===== config.mk =====
export PLATFORM = sky130hd
export DESIGN_NAME = mem_arbiter
export DESIGN_NICKNAME = d
export VERILOG_FILES = /design/src/rtl/mem_arbiter_pkg.sv /design/src/rtl/mem_arbiter.sv
export SDC_FILE = /design/constraint.sdc
export NUM_CORES = 1
export LEC_CHECK = 0
export BUFFER_PORTS_ARGS = -buffer_cell sky130_fd_sc_hd__clkbuf_2
export CAP_MARGIN = 0
export CORE_AREA = 5 5 101 103
export CTS_BUF_LIST = sky130_fd_sc_hd__clkbuf_8
export DETAILED_ROUTE_END_ITERATION = 7
export DIE_AREA = 0 0 106 108
export HOLD_SLACK_MARGIN = 0.15
export PLACE_DENSITY = 0.62
export SETUP_SLACK_MARGIN = 0.5
export SLEW_MARGIN = 20
export SYNTH_ARGS = -nofsm -noshare
export SYNTH_HDL_FRONTEND = slang
export SYNTH_SLANG_ARGS = --single-unit

===== constraint.sdc =====
create_clock -name clk -period 1.85 [get_ports clk]
set_clock_uncertainty 0.1 [all_clocks]
set_input_delay 0.0925 -clock clk [delete_from_list [all_inputs] [get_ports clk]]
set_output_delay 0.0925 -clock clk [all_outputs]
set_load 0.01 [all_outputs]

===== src/rtl/mem_arbiter_pkg.sv =====
// Shared types and constants for the instruction/data memory arbiter.
package mem_arbiter_pkg;

    localparam int unsigned ADDR_W = 30;
    localparam int unsigned DATA_W = 32;
    localparam int unsigned MASK_W = 4;

    localparam logic [MASK_W-1:0] MASK_ALL = 4'b1111;

    // Owner of the access issued in the previous cycle.
    typedef enum logic [1:0] {
        IDLE = 2'd0,
        IRD  = 2'd1,
        DRD  = 2'd2,
        DWR  = 2'd3
    } arb_state_e;

endpackage


===== src/rtl/mem_arbiter.sv =====
// Two-port arbiter in front of a single-port synchronous RAM: data has priority,
// a starvation counter forces a fetch grant after STARVE_MAX denied cycles.
module mem_arbiter
    import mem_arbiter_pkg::*;
#(
    parameter int unsigned STARVE_MAX = 3,
    parameter int unsigned CNT_W      = 4
) (
    input  logic              clk,
    input  logic              rst_n,
    input  logic              i_ireq,
    input  logic [ADDR_W-1:0] i_iaddr,
    output logic              o_igrant,
    output logic              o_irvalid,
    output logic [DATA_W-1:0] o_irdata,
    input  logic              i_dreq,
    input  logic [ADDR_W-1:0] i_daddr,
    input  logic              i_dwe,
    input  logic [MASK_W-1:0] i_dmask,
    input  logic [DATA_W-1:0] i_dwdata,
    output logic              o_dgrant,
    output logic              o_drvalid,
    output logic [DATA_W-1:0] o_drdata,
    output logic [ADDR_W-1:0] o_mem_addr,
    output logic              o_mem_we,
    output logic [MASK_W-1:0] o_mem_mask,
    output logic [DATA_W-1:0] o_mem_wdata,
    input  logic [DATA_W-1:0] i_mem_rdata
);

    localparam logic [CNT_W-1:0] STARVE_LIMIT = CNT_W'(STARVE_MAX);

    arb_state_e       state_q, state_d;
    logic [CNT_W-1:0] starve_q, starve_d;
    logic             igrant_c;
    logic             dgrant_c;

    // Priority arbitration: starved fetch, then data, then fetch.
    always_comb begin
        igrant_c = 1'b0;
        dgrant_c = 1'b0;
        if (i_ireq && (starve_q == STARVE_LIMIT)) begin
            igrant_c = 1'b1;
        end else if (i_dreq) begin
            dgrant_c = 1'b1;
        end else if (i_ireq) begin
            igrant_c = 1'b1;
        end
        o_igrant = igrant_c;
        o_dgrant = dgrant_c;
    end

    // Drive the RAM from the granted requester; quiet bus when nothing is granted.
    always_comb begin
        o_mem_addr  = '0;
        o_mem_we    = 1'b0;
        o_mem_mask  = '0;
        o_mem_wdata = '0;
        if (igrant_c) begin
            o_mem_addr = i_iaddr;
            o_mem_mask = MASK_ALL;
        end else if (dgrant_c) begin
            o_mem_addr  = i_daddr;
            o_mem_we    = i_dwe;
            o_mem_mask  = i_dwe ? i_dmask : MASK_ALL;
            o_mem_wdata = i_dwdata;
        end
    end

    // Next owner of the RAM response and next starvation count.
    always_comb begin
        state_d  = IDLE;
        starve_d = '0;
        if (igrant_c) begin
            state_d = IRD;
        end else if (dgrant_c) begin
            state_d = i_dwe ? DWR : DRD;
        end
        if (i_ireq && !igrant_c) begin
            starve_d = (starve_q == STARVE_LIMIT) ? starve_q : starve_q + CNT_W'(1);
        end
    end

    // State and counter registers with synchronous reset.
    always_ff @(posedge clk) begin
        if (!rst_n) begin
            state_q  <= IDLE;
            starve_q <= '0;
        end else begin
            state_q  <= state_d;
            starve_q <= starve_d;
        end
    end

    // Steer the RAM read data to whichever port owns the in-flight read.
    always_comb begin
        o_irvalid = (state_q == IRD);
        o_drvalid = (state_q == DRD);
        o_irdata  = o_irvalid ? i_mem_rdata : '0;
        o_drdata  = o_drvalid ? i_mem_rdata : '0;
    end

endmodule


=== Yosys cells after proc, flatten, opt, wreduce, memory -nomap -nowiden ===
Index checks and enable logic that the tools add are counted.

* ROM bits: 0
* Bits in latches: 0
* Word-level logic and storage cells: 33
* Output and inout port bits: 135
* Register bits after elaboration: 6
* Bits of input ports: 133
* Memories: 0
* RAM bits: 0

* Shift operators: 0
* $lt $le $gt $ge: 0
* $add $sub $neg: 1
* Divide/modulo/power cells: 0
* Muxes and demuxes: 19
* Multipliers: 0
* Eq/ne operators: 3
* Bitwise logic cells: 2
* Reductions and logical operators: 5

{| class="wikitable"
|+ Operator list
! operator !! count
|-
| $mux W32 || 4
|-
| $mux W30 || 2
|-
| $mux W4 || 3
|-
| $mux W1 || 10
|-
| $add A4 B1 Y4 const B || 1
|-
| $eq A4 B2 Y1 const B || 1
|-
| $reduce_or A3 Y1 || 1
|-
| $eq A2 B1 Y1 const B || 1
|-
| $eq A2 B2 Y1 const B || 1
|-
| $logic_and A1 B1 Y1 || 2
|-
| $not A1 Y1 || 2
|-
| $reduce_and A2 Y1 || 1
|-
| $logic_not A1 Y1 || 1
|}

=== Longest topological paths before layout ===
Gate-level depths: netlist (run 1).

* Depth after elaboration: 6
* Gate-level depth with buffers: 6
* Gate-level depth less buffers: 4

=== Worst setup path before layout (run 1) ===
No wires, ideal clock.

* Path kind: reg2out
* Start: register starve_q[0]
* End: output o_mem_addr[25]
* Cell stages (with the launch flop): 7
* Required time: 1657 ps
* Slack: 301 ps
* Buffers on the path: 2
* Data arrival time: 1357 ps
* Cells stage by stage: dfxtp_1 ha_1 nor3b_4 o21a_1 buf_6 buf_6 a22o_1

* Elaborated cells between the ends (all ways): 6
* Classes of those cells: eq/ne (1); mux (4); reduce/logical (1)

{| class="wikitable"
|+ RTL lines
! what !! RTL line !! text
|-
| from (decl) || mem_arbiter.sv:34 || <nowiki>logic [CNT_W-1:0] starve_q, starve_d;</nowiki>
|-
| from (signal assigned) || mem_arbiter.sv:91 || <nowiki>starve_q <= starve_d;</nowiki>
|-
| $eq A4 B2 Y1 || mem_arbiter.sv:42 || <nowiki>if (i_ireq && (starve_q == STARVE_LIMIT)) begin</nowiki>
|-
| $logic_and A1 B1 Y1 || mem_arbiter.sv:42 ||
|-
| $mux W1 || mem_arbiter.sv:42 ||
|-
| via o_igrant || mem_arbiter.sv:13 || <nowiki>output logic o_igrant,</nowiki>
|-
| $mux W30 || mem_arbiter.sv:59 || <nowiki>if (igrant_c) begin</nowiki>
|-
| to (decl) || mem_arbiter.sv:24 || <nowiki>output logic [ADDR_W-1:0] o_mem_addr,</nowiki>
|}

The timed path passes the listed nets, and every way through them passes these cells.

=== Worst setup path in the final report (run 1) ===
* Start: register starve_q[0]
* End: output o_mem_addr[18]

* Cells in the longest elaborated chain, start to end: 5
* Elaborated cells between the ends (all ways): 6
* Classes of those cells: eq/ne (1); mux (4); reduce/logical (1)

{| class="wikitable"
|+ Ends and longest elaborated chain
! what !! RTL line !! text
|-
| $eq A4 B2 Y1 (*) || mem_arbiter.sv:42 ||
|-
| $logic_and A1 B1 Y1 (*) || mem_arbiter.sv:42 ||
|-
| $mux W1 || mem_arbiter.sv:42 ||
|-
| $mux W30 || mem_arbiter.sv:62 || <nowiki>end else if (dgrant_c) begin</nowiki>
|-
| $mux W30 (*) || mem_arbiter.sv:59 ||
|}

Every way passes the cells marked *; elsewhere a longest branch is shown, timed or not.

==> impl_metrics.py, run 1 <==
metrics = {
    "logic_synthesis": {
        "ys_seq_area_frac": 0.09222,
        "synthesis.area_mm2": 0.001302,
        "synth_fp_nets": 311,
        "yosysWarnings": 0,
        "yosysTopAreaCell": "and2_1",
        "synth_area_leaders": "and2_1 48%, a22o_1 20%, dfxtp_1 9.2%",
        "yosys.area.top_type_share": 0.4755,
        "yosysUniqueCellTypes": 21,
        "syn_inst": 177,
        "avgSynthCellArea_um2": 7.359,
        "ys_seq_elements": 6,
    },
    "drt": {
        "ant_nets": 0,
        "vias": 2497,
        "post_drt_via_cell_ratio": 4.350,
        "wirelength_mm": 10.48,
        "wire_per_inst_um": 18.26,
        "drc": 0,
        "drt_iter0_markers": 76,
        "firstDrtPassIters": 4,
    },
    "timing": {
        "rsz0062_at_grt": "yes",
        "slew_violations": 0,
        "layout_setup_ws_ns": -0.08945,
        "slew-limit-headroom": 0.8522,
        "fin_crit_sh": 1.048,
        "worst_slew_pin_slew_ns": 0.2213,
        "setup_violations": 63,
        "period_needed_ns": 1.939,
        "finalHoldViolations": 0,
        "fmax_mhz": 515.6,
    },
    "grt": {
        "met2_usage": 0.2996,
        "grt_use_met1": 0.1563,
        "grt_pass1_wl_mm": 13.59,
        "grt_pass1_vias": 2563,
        "track_usage": 0.1508,
        "gr-usage-met3": 0.03940,
        "overflow": 0,
        "grt_max_degree": 17,
        "gr-max-usage-layer": "met2",
        "antenna_found_initial": 0,
    },
    "finish": {
        "final_nets": 599,
        "fin_cells": 574,
        "drive_gt1_frac": 0.8575,
        "final_common_cell": "clkbuf_2",
        "area_growth_pct": 212.8,
        "fillers": 868,
        "final_cell_mix": "144 x clkbuf_2, 85 x buf_6, 82 x and2_4",
        "antenna_cells": 0,
    },
    "critical_path": {
        "criticalPathCategory": "reg2out",
        "timing.rr.start": "starve_q[0]$_SDFFE_PN0P_",
        "start_kind": "flop",
        "cp.arrival_ns": 1.75,
        "worstPathRequired_ns": 1.66,
        "cp-end-kind": "output pin",
        "crit_path_max_incr_delay_ns": 0.35,
        "cp_slowest_cell": "dfxtp_4",
        "critical_path.startpoint": "starve_q[0]$_SDFFE_PN0P_",
        "path_max_fanout": 15,
        "path_cells": "ha_4 > nor3b_4 > buf_6 > a21oi_4 > buf_12 > buf_16 > a22o_1 > buf_2",
    },
    "power": {
        "p_leak_uw": 0.002273,
        "p_total_uw": 1234,
        "p_per_area_mw_per_mm2": 302.9,
        "peakVddDrop_v": 0.0001208,
    },
    "clocking": {
        "clkSinkCount": 6,
        "clk_latency_ns": 0.22,
        "clock_path_buffers": 2,
        "cts.clk_slew.worst_paths_ns": 0.03,
        "htreeDepth": 1,
        "cts_tree": "yes",
        "clockRootBuffer": "clkbuf_8",
        "numCtsBuffers": 3,
    },
    "placed_design": {
        "dp.cells": 544,
        "numPortBuffers": 267,
        "gp_congestion": 0.7286,
        "hpwl_mm": 7.189,
    },
    "run_status": {
        "status": "finished with violations",
        "violations": "setup timing",
    },
    "floorplanning": {
        "initial_utilization": 0.1430,
        "core_mm2": 0.009109,
        "io_pins": 268,
        "fp.dieH_um": 108,
        "die_width_um": 106,
        "std_cell_rows": 35,
        "dieArea_mm2": 0.01145,
    },
    "hold_path": {
        "worstHoldPathType": "in2reg",
        "min_from": "i_ireq",
    },
    "job": {
        "cap_viol_max_count": 0,
    },
}
[synth_stat cells]
| cell type | number |
|---|---|
| and2_1 | 99 |
| a22o_1 | 30 |
| buf_6 | 7 |
| clkbuf_1 | 6 |
| dfxtp_1 | 6 |
| nand2b_1 | 5 |
| a21o_1 | 4 |
| buf_2 | 3 |
| a21oi_1 | 2 |
| nand3_1 | 2 |
| nor2b_1 | 2 |
| o21a_1 | 2 |
| buf_4 | 1 |
| ha_1 | 1 |
| inv_2 | 1 |
| nand3b_1 | 1 |
| nor2_1 | 1 |
| nor3_1 | 1 |
| nor3b_1 | 1 |
| nor3b_4 | 1 |
| xor2_1 | 1 |
[registers in the layout, indices dropped and copies added (netlist names)]
signal / count
state_q: 2
starve_q: 4
[report_power, final]
group | internal (uW) | switching [uW] | leakage, uW
Sequential | 134 | 3.55 | 0.0000508
Combinational | 541 | 363 | 0.00220
Clock | 139 | 53.5 | 0.0000216
Total | 814 | 420 | 0.00227
[worst max-delay path, delay by kind of cell, from the launching register on]
family / cells / cell delay (ns)
adder cells (fa/ha/maj): 1 / 0.13
AO/OA/AOI/OAI: 2 / 0.24
buffers and inverters: 4 / 0.58
flip-flops: 1 / 0.35
AND/OR/NAND/NOR: 1 / 0.22
[repair_timing]
item | in CTS | in global routing
hold buffers | 1 | 0
pin swaps | 29 | 57
setup buffers | 8 | 4
resized for setup | 115 | 221
endpoints found under the setup margin | 135 | 139
endpoints found under the hold margin | 2 | 0
gates cloned | 10 | 4
[through the flow]
step / setup WS [ns] / area, um2 / TNS (ns) / hold slack (ns) / util
3_5_place_dp: 0.07378 / 2739 / 0 / 0.2675 / 0.3007
6_report: -0.08945 / 4074 / -3.467 / 0.1765 / 0.4473
5_1_grt: -0.1501 / 4074 / -7.738 / 0.2031 / 0.4473
2_1_floorplan: 0.3525 / 1306 / 0 / 0.1100 / -
3_3_place_gp: 0.1458 / 2739 / 0 / 0.2638 / 0.3007
4_1_cts: -0.06108 / 3416 / -2.654 / 0.1851 / 0.3750
[worst paths after layout]
kind                                                  to  slack (ns)  cells after the start
worst max-delay path                      o_mem_addr[18]       -0.09                      8
worst min-delay path            starve_q[0]$_SDFFE_PN0P_        0.18                      3
worst max register to register     state_q[1]$_SDFF_PP0_        0.35                      7
worst min register to register  starve_q[0]$_SDFFE_PN0P_        0.44                      2
[layer usage]
layer,share of wire,vias up
met2,0.54,180
met3,0.086,7
met5,0,-
met4,0.011,0
met1,0.36,1140
li1,-,1170
[area by class of cell]
type,instances,area (um2),share of cell area
Clock buffer,3,41.29,0.01014
Sequential cell,6,127.6,0.03133
Multi-Input combinational cell,153,1310,0.3216
Tap cell,111,138.9,0.03409
Timing Repair Buffer,300,2452,0.6020
Inverter,1,3.754,0.0009214
[kinds of logic after synthesis]
family,after synthesis,share of synthesized area
AO/OA/AOI/OAI,38,0.2440
XOR/XNOR,1,0.006726
adder cells (fa/ha/maj),1,0.009605
buffers and inverters,18,0.09798
flip-flops,6,0.09222
AND/OR/NAND/NOR,113,0.5495
(Power assumes the default switching activity.)
==> run 2: changes to the inputs <==
--- a/config.mk
+++ b/config.mk
@@ -7,12 +7,14 @@
 export LEC_CHECK = 0
 export BUFFER_PORTS_ARGS = -buffer_cell sky130_fd_sc_hd__clkbuf_2
 export CAP_MARGIN = 0
-export CORE_AREA = 5 5 101 103
+export CORE_AREA = 5 5 102 104
 export CTS_BUF_LIST = sky130_fd_sc_hd__clkbuf_8
+export CTS_CLUSTER_DIAMETER = 200
 export DETAILED_ROUTE_END_ITERATION = 7
-export DIE_AREA = 0 0 106 108
+export DIE_AREA = 0 0 107 109
+export GPL_ROUTABILITY_DRIVEN = 0
 export HOLD_SLACK_MARGIN = 0.15
-export PLACE_DENSITY = 0.62
+export PLACE_DENSITY = 0.63
 export SETUP_SLACK_MARGIN = 0.5
 export SLEW_MARGIN = 20
 export SYNTH_ARGS = -nofsm -noshare
==> constraint.sdc (replaced) <==
create_clock -name clk -period 1.6 [get_ports clk]
set_clock_uncertainty 0.1 [all_clocks]
set_input_delay 0.08 -clock clk [delete_from_list [all_inputs] [get_ports clk]]
set_output_delay 0.08 -clock clk [all_outputs]
set_load 0.01 [all_outputs]
==> run 2 against run 1 <==
Net effect: the run still ends with setup timing left; clock-buffer cell count did not move; sequential power rose by 17%; design area rose by 5.7%; combinational power rose by 24%; core utilization rose by 0.80 points; global-route usage fell by 0.40 points; highest routed layer unchanged; largest power group unchanged.
==> impl_metrics.py, run 2 (same netlist as run 1, synthesis figures left out) <==
metrics = {
    "grt": {
        "track_usage": 0.1468,
        "grt_pass1_vias": 2509,
        "grt_pass1_wl_mm": 13.30,
        "grt_max_degree": 26,
        "overflow": 0,
        "antenna_found_initial": 0,
    },
    "critical_path": {
        "path_max_fanout": 5,
        "cp-end-kind": "output pin",
        "start_kind": "flop",
        "cp.arrival_ns": 1.77,
        "critPathTopFamily": "buffers and inverters",
        "crit_top_cell": "buf_6",
        "criticalPathCategory": "reg2out",
        "worstPathRequired_ns": 1.42,
        "r2r_slack_ns": -0.12,
        "crit_buf_inv": 4,
        "path_cells": "ha_4 > nor3b_4 > buf_6 > a21oi_4 > buf_6 > buf_12 > a22o_1 > buf_2",
        "cp_slowest_cell": "dfxtp_2",
        "crit_path_max_incr_delay_ns": 0.34,
    },
    "floorplanning": {
        "fp.dieH_um": 109,
        "dieArea_mm2": 0.01166,
        "io_pins": 268,
        "core_mm2": 0.009459,
        "initial_utilization": 0.1377,
        "std_cell_rows": 36,
        "die_width_um": 107,
    },
    "power": {
        "internal_power_uw": 1001,
        "p_per_area_mw_per_mm2": 349.4,
        "sw_frac_of_total": 0.3350,
        "peakVddDrop_v": 0.0003932,
        "combPwrFrac": 0.744,
        "p_sw_uw": 504.1,
        "clock_power_share": 0.149,
        "p_leak_uw": 0.002381,
        "seq_power_share": 0.107,
    },
    "run_status": {
        "violations": "setup timing",
        "status": "finished with violations",
    },
    "finish": {
        "final_common_cell": "clkbuf_2",
        "reg.largest.list": "starve_q: 4 flops, state_q: 2 flops",
        "largest_reg_flops": 4,
        "drive_gt1_frac": 0.8438,
        "fin_cells": 594,
        "final_cell_mix": "186 x clkbuf_2, 80 x buf_6, 72 x and2_4",
        "area_growth_pct": 230.6,
        "final_nets": 616,
        "top_register": "starve_q",
        "antenna_cells": 0,
    },
    "timing": {
        "holdWs_ns": 0.1977,
        "setup_violations": 71,
        "rsz0062_at_grt": "yes",
        "worst_slew_pin_slew_ns": 0.2592,
        "slew_violations": 0,
        "slew-limit-headroom": 0.8267,
        "layout_setup_ws_ns": -0.3491,
        "period_needed_ns": 1.949,
        "fmax_mhz": 513.1,
        "finalHoldViolations": 0,
        "fin_crit_sh": 1.218,
    },
    "clocking": {
        "cts.clk_slew.worst_paths_ns": 0.04,
        "clk_latency_ns": 0.22,
        "clockRootBuffer": "clkbuf_8",
        "numCtsBuffers": 3,
        "cts_tree": "yes",
        "clock_path_buffers": 2,
        "clkSinkCount": 6,
        "htreeDepth": 1,
    },
    "drt": {
        "drc": 0,
        "wirelength_mm": 10.43,
        "wire_per_inst_um": 17.56,
        "drt_iter0_markers": 90,
        "firstDrtPassIters": 4,
        "ant_nets": 0,
        "vias": 2604,
        "post_drt_via_cell_ratio": 4.384,
    },
    "job": {
        "cap_viol_max_count": 0,
    },
    "placed_design": {
        "pre_cts_ws_ns": -0.1394,
        "numPortBuffers": 267,
        "dp.cells": 548,
        "hpwl_mm": 6.874,
    },
    "hold_path": {
        "worstHoldPathType": "in2reg",
    },
}
run 2: cell types whose count changed in the layout (fill, tap and decap cells not counted), sizes merged:
cell,delta
buf,-26
clkbuf,+43
run 2: through the flow:
step / power (uW) / util / instance area, um2 / setup TNS, ns
after floorplan: 471.4 / - / 1314 / 0
after global placement: 844.3 / 0.2939 / 2780 / -0.7867
after detailed placement: 852.3 / 0.2939 / 2780 / -3.093
after CTS: 1348 / 0.3865 / 3656 / -18.77
after global routing: 1594 / 0.4553 / 4307 / -24.96
final: 1505 / 0.4553 / 4307 / -20.03
run 2: metal layers:
metal  global-route usage  share of wire
met5                    0              0
met4              0.03196          0.013
met3              0.04144          0.093
met2               0.2909           0.53
met1               0.1526           0.36
run 2: path summary, 6_finish.rpt:
path | start | endpoint | cells past startpoint
worst min register to register | starve_q[2]$_SDFFE_PN0P_ | starve_q[2]$_SDFFE_PN0P_ | 2
worst max-delay path | starve_q[1]$_SDFFE_PN0P_ | o_mem_addr[19] | 8
worst max register to register | starve_q[0]$_SDFFE_PN0P_ | state_q[0]$_SDFF_PN0_ | 8
worst min-delay path | i_ireq | starve_q[2]$_SDFFE_PN0P_ | 3
run 2: worst reg2reg max path, cell delays in order, from the launching register on:
cell     delay [ns]
dfxtp_2        0.33
ha_4           0.15
nor3b_4        0.15
o21a_2         0.25
buf_12         0.15
buf_16         0.13
buf_6          0.11
buf_6          0.10
o21a_1         0.15
run 2: power by group through the flow:
stage	clock [uW]	combinational, uW	sequential (uW)
6_report	225	1120	160
5_1_grt	246	1190	161
4_1_cts	233	955	160
3_5_place_dp	0	692	160
3_3_place_gp	0	685	159
2_1_floorplan	0	312	159
run 2: final cells by class:
| class | instances | area [um2] |
|---|---|---|
| multi-input cells | 153 | 1289 |
| repair buffers | 317 | 2705 |
| fillers | 876 | 5152 |
| clock buffers | 3 | 41.29 |
| well taps | 114 | 142.6 |
| flip-flops and latches | 6 | 125.1 |
| inverters | 1 | 3.754 |
run 2: what timing repair did:
item	in CTS	in global routing
hold endpoints to repair	5	0
hold buffers	1	0
cloned	12	5
setup buffers	18	7
resized for setup	103	164
pin swaps	7	69
setup endpoints to repair	139	141
